--- config.mk ---
export PLATFORM = sky130hd
export DESIGN_NAME = state_uart_tx
export DESIGN_NICKNAME = d
export VERILOG_FILES = /design/src/rtl/state_uart_tx.sv
export SDC_FILE = /design/constraint.sdc
export NUM_CORES = 1
export LEC_CHECK = 0
export CAP_MARGIN = 20
export CORE_MARGIN = 3
export CORE_UTILIZATION = 45
export CTS_CLUSTER_DIAMETER = 30
export CTS_CLUSTER_SIZE = 16
export DETAILED_ROUTE_END_ITERATION = 16
export PLACE_DENSITY = 0.72
export SLEW_MARGIN = 30
export SYNTH_ARGS = -nofsm -noshare
export SYNTH_HDL_FRONTEND = slang
export SYNTH_SLANG_ARGS = --single-unit
--- constraint.sdc ---
create_clock -name clk -period 2.7 [get_ports clk]
set_input_delay 0.54 -clock clk [delete_from_list [all_inputs] [get_ports clk]]
set_output_delay 0.54 -clock clk [all_outputs]
set_load 0.03 [all_outputs]
--- src/rtl/state_uart_tx.sv ---
// Reports FSM state changes over an 8N1 UART line as a status character followed by LF.
// A one-deep pending buffer holds the latest unreported change; 'A' reports raise ack when done.
module state_uart_tx #(
   parameter int CLKS_PER_BIT = 16
) (
   input  logic       clk,
   input  logic       reset,
   input  logic [1:0] state,
   output logic       uart_tx,
   output logic       tx_busy,
   output logic       ack,
   output logic       overrun
);

   typedef enum logic [1:0] {IDLE, START, DATA, STOP} tx_state_t;

   localparam logic [15:0] BIT_LAST = 16'(CLKS_PER_BIT - 1);
   localparam logic [7:0]  LF_CHAR  = 8'h0A;
   localparam logic [7:0]  A_CHAR   = 8'h41;

   tx_state_t   tx_state, tx_state_nxt;
   logic        byte_sel, byte_sel_nxt;
   logic [7:0]  shifter, shifter_nxt;
   logic [2:0]  bit_idx, bit_idx_nxt;
   logic [15:0] bit_timer, bit_timer_nxt;
   logic [1:0]  last_state, last_state_nxt;
   logic        pend_valid, pend_valid_nxt;
   logic [7:0]  pend_char, pend_char_nxt;
   logic        sent_a, sent_a_nxt;
   logic        uart_tx_nxt, tx_busy_nxt, ack_nxt, overrun_nxt;
   logic        consume, bit_done;

   function automatic logic [7:0] map_char(input logic [1:0] s);
      case (s)
         2'b00:   return 8'h30;
         2'b01:   return 8'h31;
         2'b10:   return 8'h41;
         default: return 8'h3F;
      endcase
   endfunction

   always_ff @(posedge clk) begin
      if (!reset) begin
         tx_state   <= IDLE;
         byte_sel   <= 1'b0;
         shifter    <= '0;
         bit_idx    <= '0;
         bit_timer  <= '0;
         last_state <= 2'b00;
         pend_valid <= 1'b0;
         pend_char  <= '0;
         sent_a     <= 1'b0;
         uart_tx    <= 1'b1;
         tx_busy    <= 1'b0;
         ack        <= 1'b0;
         overrun    <= 1'b0;
      end else begin
         tx_state   <= tx_state_nxt;
         byte_sel   <= byte_sel_nxt;
         shifter    <= shifter_nxt;
         bit_idx    <= bit_idx_nxt;
         bit_timer  <= bit_timer_nxt;
         last_state <= last_state_nxt;
         pend_valid <= pend_valid_nxt;
         pend_char  <= pend_char_nxt;
         sent_a     <= sent_a_nxt;
         uart_tx    <= uart_tx_nxt;
         tx_busy    <= tx_busy_nxt;
         ack        <= ack_nxt;
         overrun    <= overrun_nxt;
      end
   end

   always_comb begin
      tx_state_nxt   = tx_state;
      byte_sel_nxt   = byte_sel;
      shifter_nxt    = shifter;
      bit_idx_nxt    = bit_idx;
      last_state_nxt = last_state;
      pend_valid_nxt = pend_valid;
      pend_char_nxt  = pend_char;
      sent_a_nxt     = sent_a;
      uart_tx_nxt    = uart_tx;
      tx_busy_nxt    = tx_busy;
      ack_nxt        = 1'b0;
      overrun_nxt    = overrun;
      consume        = 1'b0;
      bit_done       = (bit_timer == BIT_LAST);
      bit_timer_nxt  = bit_done ? 16'd0 : bit_timer + 16'd1;

      case (tx_state)
         IDLE: begin
            bit_timer_nxt = '0;
            if (pend_valid) begin
               consume      = 1'b1;
               shifter_nxt  = pend_char;
               sent_a_nxt   = (pend_char == A_CHAR);
               byte_sel_nxt = 1'b0;
               uart_tx_nxt  = 1'b0;
               tx_busy_nxt  = 1'b1;
               tx_state_nxt = START;
            end
         end
         START: begin
            if (bit_done) begin
               uart_tx_nxt  = shifter[0];
               bit_idx_nxt  = '0;
               tx_state_nxt = DATA;
            end
         end
         DATA: begin
            if (bit_done) begin
               if (bit_idx == 3'd7) begin
                  uart_tx_nxt  = 1'b1;
                  tx_state_nxt = STOP;
               end else begin
                  shifter_nxt = {1'b0, shifter[7:1]};
                  uart_tx_nxt = shifter[1];
                  bit_idx_nxt = bit_idx + 3'd1;
               end
            end
         end
         STOP: begin
            // The LF follows the status char with no idle gap; only the pair's end frees the line.
            if (bit_done) begin
               if (!byte_sel) begin
                  shifter_nxt  = LF_CHAR;
                  byte_sel_nxt = 1'b1;
                  uart_tx_nxt  = 1'b0;
                  tx_state_nxt = START;
               end else begin
                  tx_busy_nxt  = 1'b0;
                  ack_nxt      = sent_a;
                  tx_state_nxt = IDLE;
               end
            end
         end
         default: tx_state_nxt = IDLE;
      endcase

      // A change arriving on the consume edge refills the buffer without counting as an overrun.
      if (state != last_state) begin
         last_state_nxt = state;
         pend_char_nxt  = map_char(state);
         pend_valid_nxt = 1'b1;
         if (pend_valid && !consume)
            overrun_nxt = 1'b1;
      end else if (consume) begin
         pend_valid_nxt = 1'b0;
      end
   end

endmodule

# Yosys cells after proc, flatten, opt, wreduce, memory -nomap -nowiden
# Index checks and enable logic that the tools add are counted.
[word_totals] mem_bits_ro=0 latch_bits=0 ff_bits=46 word_cells=86 input_bits=4 memories=0 ram_bits=0
[op_classes] mul=0 mux=35 n_bitwise=1 div_mod_pow=0 magnitude_cmp=0 add_sub_neg=2 n_eq_ne=17 shift=0 reduce_logical=18
[ops] operator="8-bit two-way mux" count=5
[ops] operator="8-bit case mux with 3 select lines" count=1
[ops] operator="7-bit case mux with 3 select lines" count=1
[ops] operator="16-bit by 1-bit adder with 16-bit output, second input constant" count=1
[ops] operator="16-bit by 4-bit == test with 1-bit output, second input constant" count=1
[ops] operator="2-bit inequality test, second input constant" count=8
[ops] operator="1-bit two-way mux" count=15
[ops] operator="4-bit AND reduction" count=3
[ops] operator="2-bit two-way mux" count=5
[ops] operator="5-bit AND reduction" count=2
[ops] operator="3-bit two-way mux" count=3
[ops] operator="8-bit by 7-bit == test with 1-bit output, second input constant" count=1
[ops] operator="2-bit case mux with 4 select lines" count=1
[ops] operator="2-bit == test, second input constant" count=3
[ops] operator="3-bit case mux with 2 select lines" count=1
[ops] operator="6-bit AND reduction" count=1
[ops] operator="2-bit nonzero test" count=3
[ops] operator="2-bit by 1-bit == test with 1-bit output, second input constant" count=2
[ops] operator="2-bit zero test" count=2
[ops] operator="1-bit case mux with 2 select lines" count=2
[ops] operator="1-bit case mux with 4 select lines" count=1
[ops] operator="2-bit AND reduction" count=2
[ops] operator="3-bit by 1-bit adder with 3-bit output, second input constant" count=1
[ops] operator="3-bit == test, second input constant" count=1
[ops] operator="7 further kinds" count=7

# Logic depth before layout (Yosys ltp)
[logic_depth] depth_word=5 depth_mapped=8 ltp_nobuf=7

# Least setup slack after synthesis
# OpenSTA, ideal clock, no wires.
[synth_path] kind="reg2reg" from="reg bit_idx[0]" to="reg shifter[4]" n_path_buf=2 arrival_time_ps=1695 slack_ps=888 t_required_ps=2584 path_stages_with_launch=9 path_cell_list="dfxtp_1 -> ha_1 -> ha_1 -> clkbuf_2 -> a2111oi_2 -> o21a_1 -> buf_4 -> nand2_1 -> o211a_1"
[synth_via] elab_chain_cells=3
[synth_lines] element="start, declared" line_no="24" source="logic [2:0] bit_idx, bit_idx_nxt;"
[synth_lines] element="start signal, assigned" line_no="61" source="bit_idx <= bit_idx_nxt;"
[synth_lines] element="3-bit == test" line_no="113" source="if (bit_idx == 3'd7) begin"
[synth_lines] element="2-bit inequality test (no source line)"
[synth_lines] element="6-bit AND reduction (no source line)"
[synth_lines] element="end signal, assigned" line_no="60" source="shifter <= shifter_nxt;"
[synth_lines] element="end, declared" line_no="23" source="logic [7:0] shifter, shifter_nxt;"
# No other way between the ends.
# A chain may end at the register's enable or synchronous reset.

# Worst setup path in the final report
[layout_path] from="reg tx_state[0]" to="reg shifter[4]"
[layout_via] elab_chain_cells=3 word_cells_on_any_way=11
[layout_lines] element="start, declared" line_no="21" source="tx_state_t tx_state, tx_state_nxt;"
[layout_lines] element="start signal, assigned" line_no="58" source="tx_state <= tx_state_nxt;"
[layout_lines] element="2-bit == test / 2-bit zero test (equally long branches)" line_no="91" source="case (tx_state)"
[layout_lines] element="2-bit inequality test (no source line) / 3-bit nonzero test (equally long branches)"
[layout_lines] element="6-bit AND reduction (no source line)"
# Several ways; a longest one is shown, not always the timed one.

==> metrics.log <==
[metrics] leading area contributor after synthesis: dfxtp_1
[metrics] Gate Count Post-Synth: between 200 and 250
[metrics] hold-fix buffers at CTS: 0
[metrics] most numerous cell types in the synthesized netlist: 41 x dfxtp_1, 23 x nand2_1, 22 x nor2_1, 9 x ha_1, 9 x o21ai_0
[metrics] cell row count: 23
[metrics] critical path startpoint category: flop
[metrics] Max transition margin: 63.0%
[metrics] die width: 71.9 µm
[metrics] routed length per instance: between 10 and 15 µm
[metrics] critical path type: reg -> reg
[metrics] wire length of the first global-routing pass: just under 6000 µm
[metrics] delay contributed by the slowest stage of the critical path: around 0.46 ns
[metrics] height of the chip: 71.9 µm
[metrics] final worst path period share: between 70% and 80%
[metrics] peak fanout along the critical path: 18
[metrics] number of synthesis warnings: 0
[metrics] Final #Nets: about 240
[metrics] number of antenna violations at the first check in global routing: 0
[metrics] via count of the first global-routing pass: 1353
[metrics] fill count: 386
[metrics] syn nets: 230
[metrics] cell chain of the critical path: inv_1 -> ha_1 -> a2111oi_2 -> o21a_1 -> nand2_1 -> o211a_1
[metrics] signed area change from the synthesized netlist to the final layout: 10.4%
[metrics] maximum number of pins on one net before global-route repair: 19
[metrics] Worst EP required: 2.90 ns
[metrics] post-detailed-placement half-perimeter wirelength: ~2400 µm
[metrics] number of buffers created by CTS: 5
[metrics] clock root buffer: clkbuf_8
[metrics] slew at the pin with the worst max-slew slack: around 0.55 ns
[metrics] count of pins over their slew limit: 0
[metrics] status: complete, no violations
[metrics] number of synthesized register bits: 41
[metrics] I/O pin count: 8
[metrics] die area: slightly above 0.005 mm²
[metrics] family with the most delay on the worst path: compound AO/OA/AOI/OAI gates
[metrics] share of layout cells above drive strength 1: just under 6%
[metrics] buffers added on ports: 7
[metrics] worst hold path type: reg -> reg
[metrics] clock slew at the register clock pins of the worst setup and hold paths: roughly 0.08 ns
[metrics] wire length after detailed routing: roughly 3400 µm
[metrics] worst vdd rail ir drop: between 0.5 and 0.6 mV
[metrics] level count of the clock H-tree: 2
[metrics] endpoints failing setup: 0
[metrics] RSZ-0062 raised after global routing: false
[metrics] maximum capacitance violations: 0
[metrics] share of synthesized area occupied by flip-flops and latches: between 40% and 50%
[metrics] Initial Util: 47.8%
[metrics] 1st-iter DRT viols: 48
[metrics] power density over the cells: between 800 and 900 mW/mm²
[metrics] static leakage: approximately 0.85 nW
[metrics] number of buffers on the longest clock path: 2
[metrics] Remaining Overflow, GRT: 0
[metrics] number of clock sinks seen by CTS: 41
[metrics] standard cell with the maximum stage delay on the critical path: a2111oi_2
[metrics] clock tree from TritonCTS: built
[metrics] GR Util All Layers: about 15%
[metrics] core box area: approximately 0.0041 mm²
[metrics] weighted congestion at the end of routability-driven global placement: about 0.74
[metrics] setup_tns: 0 ns
[metrics] most numerous cell in the Yosys netlist: dfxtp_1
[metrics] share of flip-flops with an asynchronous set or reset: 0%
[metrics] most frequently used flop master after synthesis: dfxtp_1
[metrics] total DRC errors in the routed layout: 0
[metrics] Pre-antenna DRT Iters: 4
[metrics] maximum frequency from static timing analysis: 0.469 GHz
[metrics] crit path capture type: flop
[metrics] Hold Violations, Final: 0
[metrics] average vias per placed instance: 5.36
[metrics] antenna diode count: 0
[metrics] number of resized instances in the post-cts repair step: 0
[metrics] total power after layout: 1.83 mW
[metrics] count of unique library cells instantiated by Yosys: 37
[metrics] Post-Route Skew: 0.00592 ns
[metrics] cell types with the largest area share after synthesis: dfxtp_1 42%, ha_1 5.8%, nand2_1 4.4%, nor2_1 4.2%, xnor2_1 3.6%
[metrics] arrival time reported for the critical path endpoint: roughly 2.3 ns
[metrics] fraction of post-synthesis cell area in the top cell type by area: approximately 42%
[metrics] final critical delay including setup and external delays: 2.13 ns
[metrics] Post-Syn Area: slightly below 0.002 mm²
[metrics] Post-CTS Setup Inserts: 0
[metrics] Post-synth EDFFs: 0
[metrics] post-route antenna net violation count: 0
[metrics] later-pin clock latency in the skew report: 0.30 ns
[metrics] number of buffer and inverter stages on the critical path: 1
[metrics] Avg Inst Size Synth: between 9 and 10 µm²
[metrics] routed via count: approximately 1500
-- placed cells by master, fill, tap and decap left out, types with 2 or more instances in the layout --
cell type        synthesis  layout
a21boi_0                 8       8
a21oi_1                  8       8
a22oi_1                  4       4
and2_1                   5       5
and3_1                   5       5
and4_1                   6       6
buf_4                    2       2
clkbuf_8                 0       5
clkdlybuf4s50_1          0       7
dfxtp_1                 41      41
ha_1                     9       9
inv_1                    4       4
mux2i_1                  2       2
nand2_1                 23      23
nand2b_1                 5       5
nand3_1                  5       5
nand3b_1                 2       2
nand4_1                  3       3
nor2_1                  22      22
nor2b_1                  5       5
nor3_1                   3       3
nor3b_1                  4       4
nor4_2                   2       2
o211a_1                  5       5
o21a_1                   3       3
o21ai_0                  9       9
xnor2_1                  8       8
xor2_1                   8       8
-- state kept, by name, indices dropped and copies added (netlist names), 2 cells and up --
register,flops
bit_idx,3
shifter,7
bit_timer,16
last_state,2
tx_state,2
pend_char,4
-- cell families after synthesis --
group / after synthesis / share of synthesized area, %
xor+xnor: 16 / 7.18
flops: 41 / 42.0
compound gates: 42 / 15.2
mux: 2 / 1.03
simple gates: 93 / 25.5
fa+ha+maj: 9 / 5.77
buf+inv: 14 / 3.27
-- per-stage QoR --
step	instance area [µm²]	cells	hold slack, ns	util, %	setup WS [ns]
final	2160	273	0.438	52.8	0.568
after global routing	2160	273	0.468	52.8	0.385
after CTS	2160	273	0.446	52.8	0.581
after detailed placement	2050	266	0.432	50.2	0.598
after global placement	2050	266	0.427	50.2	0.678
after floorplan	1950	217	0.413	-	0.888
-- where the power goes --
part	total, mW	internal (mW)	leakage (nW)	switching, mW
sequential	0.763	0.699	0.335	0.0639
combinational	0.583	0.249	0.456	0.334
clock	0.480	0.269	0.0540	0.211
-- path summary, 6_finish.rpt --
check                           depth (start not counted)  slack [ns]           end          from
worst min register to register                          1        0.44  bit_timer[0]  bit_timer[0]
worst max register to register                          6        0.57    shifter[4]   tx_state[0]
worst min-delay path                                    1        0.44  bit_timer[0]  bit_timer[0]
worst max-delay path                                    6        0.57    shifter[4]   tx_state[0]
-- layer usage --
layer / wire (µm) / up-vias / GRT usage, %
li1: - / 765 / -
met1: 1700 / 675 / 18.3
met2: 1570 / 15 / 23.6
met3: 90 / 8 / 4.21
met4: 74 / 0 / 7.52
met5: 0 / - / 0
-- layout make-up --
| type | instances | area [µm²] | area share, % |
|---|---|---|---|
| clock inverters | 2 | 35.0 | 1.63 |
| clock buffers | 5 | 68.8 | 3.19 |
| flip-flops and latches | 41 | 821 | 38.1 |
| well taps | 50 | 62.6 | 2.90 |
| multi-input cells | 162 | 1070 | 49.6 |
| inverters | 4 | 15.0 | 0.696 |
| repair buffers | 9 | 85.1 | 3.95 |
(Power assumes the default switching activity.)
